--- src/rtl/demux_sequencer.sv ---
// Frame sequencer feeding a 1-to-4 demux: walks the enabled channels of a
// latched frame in ascending order, holding each one for HOLD cycles.
module demux_sequencer #(
  parameter int HOLD = 1
) (
  input  logic       clk,
  input  logic       rst,
  input  logic       in_valid,
  input  logic [3:0] in_data,
  input  logic [3:0] ch_mask,
  output logic       in_ready,
  output logic       i1,
  output logic [1:0] sel,
  output logic       busy,
  output logic       done
);

  typedef enum logic [1:0] {
    S_IDLE,
    S_DRIVE,
    S_DONE
  } state_t;

  localparam logic [3:0] HOLD_LAST = 4'(HOLD - 1);

  state_t     r_state;
  state_t     w_next;
  logic [3:0] r_data;
  logic [3:0] r_mask;
  logic [3:0] r_hold;
  logic [1:0] r_ch;

  logic       w_accept;
  logic       w_hold_end;
  logic       w_more;
  logic [1:0] w_first_ch;
  logic [1:0] w_next_ch;

  assign w_accept   = in_valid && (r_state == S_IDLE);
  assign w_hold_end = (r_hold == HOLD_LAST);

  // Lowest enabled channel of the incoming mask, and the next enabled
  // channel above the current one in the latched mask.
  always_comb begin
    w_first_ch = '0;
    w_next_ch  = '0;
    w_more     = 1'b0;
    for (int k = 3; k >= 0; k--) begin
      if (ch_mask[k]) begin
        w_first_ch = 2'(k);
      end
      if (r_mask[k] && (k > int'(r_ch))) begin
        w_more    = 1'b1;
        w_next_ch = 2'(k);
      end
    end
  end

  always_ff @(posedge clk) begin
    if (rst) begin
      r_state <= S_IDLE;
    end else begin
      r_state <= w_next;
    end
  end

  always_comb begin
    w_next   = r_state;
    in_ready = 1'b0;
    busy     = 1'b0;
    done     = 1'b0;
    sel      = 2'b00;
    i1       = 1'b0;
    unique case (r_state)
      S_IDLE: begin
        in_ready = 1'b1;
        if (in_valid) begin
          if (ch_mask != 4'b0000) begin
            w_next = S_DRIVE;
          end else begin
            w_next = S_DONE;
          end
        end
      end
      S_DRIVE: begin
        busy = 1'b1;
        sel  = r_ch;
        i1   = r_data[r_ch];
        if (w_hold_end && !w_more) begin
          w_next = S_DONE;
        end
      end
      S_DONE: begin
        busy   = 1'b1;
        done   = 1'b1;
        w_next = S_IDLE;
      end
      default: begin
        w_next = S_IDLE;
      end
    endcase
  end

  always_ff @(posedge clk) begin
    if (rst) begin
      r_data <= '0;
      r_mask <= '0;
      r_hold <= '0;
      r_ch   <= '0;
    end else if (w_accept) begin
      r_data <= in_data;
      r_mask <= ch_mask;
      r_hold <= '0;
      r_ch   <= w_first_ch;
    end else if (r_state == S_DRIVE) begin
      if (w_hold_end) begin
        r_hold <= '0;
        r_ch   <= w_next_ch;
      end else begin
        r_hold <= r_hold + 4'd1;
      end
    end
  end

endmodule
--- config.mk ---
export PLATFORM = sky130hd
export DESIGN_NAME = demux_sequencer
export DESIGN_NICKNAME = d
export VERILOG_FILES = /design/src/rtl/demux_sequencer.sv
export SDC_FILE = /design/constraint.sdc
export NUM_CORES = 1
export LEC_CHECK = 0
export BUFFER_PORTS_ARGS = -buffer_cell sky130_fd_sc_hd__buf_4
export CAP_MARGIN = 40
export CORE_MARGIN = 4
export CORE_UTILIZATION = 35
export DETAILED_ROUTE_END_ITERATION = 6
export SETUP_SLACK_MARGIN = 0.5
export SLEW_MARGIN = 5
export SYNTH_ARGS = -nofsm -noshare
export SYNTH_HDL_FRONTEND = slang
export SYNTH_SLANG_ARGS = --single-unit
--- constraint.sdc ---
create_clock -name clk -period 1.6 [get_ports clk]
set_clock_uncertainty 0.05 [all_clocks]
set_input_delay 0.24 -clock clk [delete_from_list [all_inputs] [get_ports clk]]
set_output_delay 0.24 -clock clk [all_outputs]
set_load 0.02 [all_outputs]
## Word-level counts from Yosys, hierarchy flattened

Index checks and enable logic that the tools add are counted.

- Flip-flop bits (word level): 16
- Output and inout port bits: 6
- Word-level logic and storage cells: 54

- Add/sub/neg operators: 1
- $lt $le $gt $ge: 4
- Equality and inequality tests: 4
- Multiplexer cells: 25
- Reductions and logical operators: 15

Operators with widths:

| cell | number |
|---|---|
| $mux W2 | 14 |
| $mux W1 | 8 |
| $logic_and A1 B1 Y1 | 5 |
| $add A4 B1 Y4 const B | 1 |
| $gt A2 B2 Y1 const A | 2 |
| $logic_not A4 Y1 | 1 |
| $mux W4 | 1 |
| $ne A2 B2 Y1 const B | 2 |
| $pmux W2 S2 | 1 |
| $reduce_and A2 Y1 | 2 |
| $reduce_bool A2 Y1 | 2 |
| $reduce_bool A4 Y1 | 1 |
| $reduce_or A2 Y1 | 2 |
| $lt A2 B3 Y1 const B | 1 |
| $bmux W1 S2 | 1 |
| $eq A2 B1 Y1 const B | 1 |
| $eq A2 B2 Y1 const B | 1 |
| $gt A1 B2 Y1 const A | 1 |
| $logic_not A2 Y1 | 1 |
| $logic_not A1 Y1 | 1 |

## Longest topological paths before layout

- Word-level depth: 9
- Gate-level depth with buffers: 7
- Gate-level depth less buffers: 6

## Worst setup path after synthesis

OpenSTA, ideal clock, no wires.

- Path kind: register to register
- Start: reg r_state[0]
- End: reg r_ch[0]
- Setup time: 0.091 ns
- Arrival time: 1.467 ns
- Data required time: 1.459 ns
- Path slack: -0.008 ns
- Cell stages (with the launch flop): 6
- Buffers on the path: 0
- Period minus slack after synthesis: 1.608 ns
- Cell sequence: dfxtp_1 -> inv_1 -> ha_1 -> nand2_1 -> or3_1 -> a311oi_1

- Cells in the longest elaborated chain, start to end: 4
- Elaborated cells between the ends (all ways): 7

RTL lines:

| what | line | source |
|---|---|---|
| start: declaration | 26 | `state_t r_state;` |
| start signal: assignment | 63 | `r_state <= w_next;` |
| $logic_not A2 Y1 | 39 | `assign w_accept = in_valid && (r_state == S_IDLE);` |
| $logic_and A1 B1 Y1 | 39 |  |
| $reduce_bool A2 Y1 (no line) | n/a |  |
| $reduce_and A2 Y1 (no line) | n/a |  |
| end signal: assignment | 114 | `r_ch <= w_first_ch;` |
| end signal: assignment | 118 | `r_ch <= w_next_ch;` |
| end: declaration | 31 | `logic [1:0] r_ch;` |

Parallel ways exist; a longest one is shown, timed or not.
A chain may end at the register's enable or synchronous reset.

## Final worst setup path

- Start: reg r_ch[0]
- End: out i1

- Cells in the longest elaborated chain, start to end: 3

RTL lines:

| what | line | source |
|---|---|---|
| $bmux W1 S2 | 88 | `i1 = r_data[r_ch];` |
| $mux W1 (not written as such) | 88 |  |
| $mux W1 | 74 | `unique case (r_state)` |
| end: declaration | 12 | `output logic i1,` |

Every way passes these cells. The select of a mux whose other input is x is not followed.

==> out/summary.txt <==
===============================================================================================
Total setup violations reported at the end of the flow ...........................            1
Count of buffering cells on the critical path with inverters included ............            1
Number of enable flip-flop cells after synthesis .................................            0
Slew at the pin closest to its max-slew limit ....................................    0.4184 ns
Total wire length ................................................................      2041 um
Initial antenna violation count ..................................................            0
Gate count of the mapped netlist .................................................          100
Count of buffers from port buffering .............................................           16
Hold Slack .......................................................................    0.1327 ns
Synth warn .......................................................................            0
Setup TNS Final ..................................................................  -0.09326 ns
Maximum frequency from static timing analysis ....................................    590.6 MHz
Switch share .....................................................................       0.3482
Routed vias ......................................................................          817
Die Span Y .......................................................................     57.31 um
TritonCTS Buffers ................................................................            3
All-layer global routing usage ...................................................       0.1348
Net count after synthesis ........................................................          116
Proportion of power drawn by the clock network ...................................        0.185
Peak fanout along the critical path ..............................................            2
Data arrival time of the critical path ...........................................      1.40 ns
IO Count .........................................................................           17
Leakage power summed over all cells ..............................................    0.5006 nW
Area fraction of the dominant cell type after synthesis ..........................       0.3529
Top library cells by usage in the layout, fill and taps aside .................... 19 x buf_4, 10 x buf_6, 9 x dfxtp_1
Insertion delay of the later-clocked pin in the worst-skew pair ..................      0.29 ns
Launch point of the worst reg-to-reg path ........................................ r_ch[0]$_SDFFE_PP0P_
Yosys top cell by area ...........................................................      dfxtp_1
Final period util ................................................................        1.058
Crit end category ................................................................   output pin
Combinational share of power .....................................................        0.437
Clock Root Buffer ................................................................     clkbuf_4
Final Hold Fails .................................................................            0
Leading register cell type out of synthesis ......................................      dfxtp_1
Number of global-route vias before repair ........................................          794
Synth Cell Area ..................................................................    850.8 um2
Wire length of the first global-routing pass .....................................      3470 um
Switch Pwr .......................................................................    0.4192 mW
Power density over the cells ..................................................... 923.5 nW/um2
Number of rows in the core area ..................................................           17
Maximum number of pins on one net before global-route repair .....................           17
Violations in the final reports .................................................. setup timing
Startpoint of the most critical hold path ........................................   in_data[3]
Number of slew-limit violations in the final report ..............................            0
Yosys cell types .................................................................           33
Largest cells by area after synthesis ............................................ dfxtp_1 35%, ha_1 7.4%, nand2_1 7.1%
Reg2Reg Setup Slack ..............................................................      0.08 ns
Hold Crit Class ..................................................................    in -> reg
Result of the run ................................................................ finished, violations left
Average routed wire per standard cell ............................................     13.00 um
Number of violations of the max-capacitance limit ................................            0
Unrepaired setup endpoints after global routing ..................................          yes
First-pass DRT Iterations ........................................................            4
Via density ......................................................................        5.204
Total congestion overflow after global routing ...................................            0
Number of design-rule violations left by the first detailed-router iteration .....            9
Core box area ....................................................................     2255 um2
Worst voltage drop across the vdd grid ...........................................  0.0005827 V
Hold path depth ..................................................................            3
Fraction of the yosys area taken by sequential cells .............................       0.3529
Total inserted antenna cells .....................................................            0
Routability congestion estimate from global placement ............................       0.7437
Slack of the critical path .......................................................  -0.09326 ns
Fraction of registers with async set or reset after synthesis ....................            0
Area of the die ..................................................................     3284 um2
CP Cell Sequence ................................................................. mux4_2, and2_4, buf_6
Count of fill cells added during filler insertion ................................          201
Number of buffers between clock root and the deepest sink ........................            2
Layout area overhead .............................................................       53.24%
Htree depth ......................................................................            1
Sink of the worst hold path ...................................................... r_data[3]$_SDFFE_PP0P_
Critical Path Slowest Stage Cell .................................................       mux4_2
Relative slew slack ..............................................................       0.7186
Total of hold buffers inserted after clock tree synthesis ........................            0
Post-synthesis register bit count ................................................           15
Worst EP required ................................................................      1.31 ns
Delay of the slowest critical-path stage .........................................      0.49 ns
Total internal power .............................................................    0.7848 mW
R2R Path End ..................................................................... r_state[0]$_SDFFE_PP0P_
Clock Sink Count .................................................................           15
CTS tree .........................................................................        built
Clock period minus final worst setup slack .......................................     1.693 ns
Startpoint type of the worst setup path ..........................................     register
Proportion of layout cells with a drive suffix above 1 ...........................       0.5969
Mean cell area of the mapped netlist .............................................    8.508 um2
Initial Util .....................................................................       0.3774
Setup CP Type ....................................................................   reg -> out
Clock input transition at the sequential cells of the worst setup and hold paths .      0.10 ns
Largest delay share family, worst path ........................................... multiplexers
Net count reported at finish .....................................................          146
Relative contribution of sequential cells to total power .........................        0.378
Die boundary width ...............................................................     57.31 um
Logic depth of the worst register-to-register path ...............................            5
Leading cell type in the layout, fill and taps excluded ..........................        buf_4
Remaining DRCs ...................................................................            0
Post-DP HPWL .....................................................................      1368 um
Antenna-violating nets left ......................................................            0
===============================================================================================
## kinds of logic (layout without fill, tap and decap cells)
| kind of cell | after synthesis | count (layout) | synth area share |
|---|---|---|---|
| compound gates | 24 | 24 | 0.1897 |
| xor+xnor | 3 | 3 | 0.03089 |
| fa+ha+maj | 5 | 5 | 0.07353 |
| buf+inv | 12 | 41 | 0.08676 |
| flops | 15 | 15 | 0.3529 |
| mux | 2 | 2 | 0.03823 |
| simple gates | 39 | 39 | 0.2279 |
## stage by stage
step                setup slack [ns]  cell area (um2)  std cells  power, mW  utilization
floorplan                     0.1560            899.6        100     0.7273            -
global placement             0.06291             1021        142     0.8084       0.4528
detailed placement           0.08156             1021        142     0.8140       0.4528
CTS                          -0.1127             1204        150      1.144       0.5339
global route                 -0.1528             1304        157      1.283       0.5782
finish                      -0.09326             1304        157      1.204       0.5782
## Yosys cell counts (2+ instances only)
cell,n
nand2_1,16
dfxtp_1,15
a21oi_1,10
inv_1,7
nor3_1,6
ha_1,5
and2_1,4
nor2_1,4
o21ai_0,4
a311oi_1,2
clkbuf_8,2
nand2b_1,2
nor2b_1,2
xor2_1,2
## registers in the layout, indices dropped and copies added, names as in the netlist
register	cells
r_mask	3
r_state	2
r_hold	4
r_ch	2
r_data	4
## how the worst max path moves through the flow
stage | start | endpoint | slack (ns) | cells after the start
floorplan | r_hold[0]$_SDFFE_PP0P_ | r_ch[1]$_SDFFE_PP0P_ | 0.16 | 6
global placement | r_hold[0]$_SDFFE_PP0P_ | r_state[0]$_SDFFE_PP0P_ | 0.06 | 6
detailed placement | r_hold[1]$_SDFFE_PP0P_ | r_state[0]$_SDFFE_PP0P_ | 0.08 | 6
CTS | r_ch[0]$_SDFFE_PP0P_ | i1 | -0.11 | 3
global route | r_ch[0]$_SDFFE_PP0P_ | i1 | -0.15 | 3
finish | r_ch[0]$_SDFFE_PP0P_ | i1 | -0.09 | 3
## power by group through the flow
| stage | registers (mW) | logic, mW | clock network, mW |
|---|---|---|---|
| after floorplan | 0.452 | 0.276 | 0 |
| after global placement | 0.457 | 0.352 | 0 |
| after detailed placement | 0.457 | 0.357 | 0 |
| after CTS | 0.450 | 0.460 | 0.234 |
| after global routing | 0.462 | 0.572 | 0.249 |
| final | 0.455 | 0.526 | 0.223 |
## area by class of cell
cell class	instances	area, um2	share of cell area
timing repair buffer	30	275.3	0.2111
sequential	15	312.8	0.2399
clock inverter	1	5.005	0.003839
clock buffer	3	22.52	0.01727
multi-input combinational	73	621.8	0.4770
inverter	7	31.28	0.02399
tap	28	35.03	0.02687
## worst register-to-register path, stage by stage, from the launching register on
cell and delay [ns]:
dfxtp_2 0.34, buf_4 0.15, a21boi_0 0.37, o21ai_2 0.13, a311o_1 0.32, o41ai_1 0.06
## routing by layer
metal,global-route usage,routed length (um),vias up,share of wire
li1,-,-,408,-
met1,0.1612,883,394,0.43
met2,0.2316,1054,13,0.52
met3,0.04072,92,2,0.045
met4,0.03974,10,0,0.0049
met5,0,0,-,0
## timing repair
item | in CTS | in global routing
pin swaps | 7 | 7
hold endpoints to repair | 0 | 0
setup buffers | 4 | 7
endpoints found under the setup margin | 21 | 21
resized for setup | 33 | 17
Note: power is estimated with default switching activity, not from simulation.
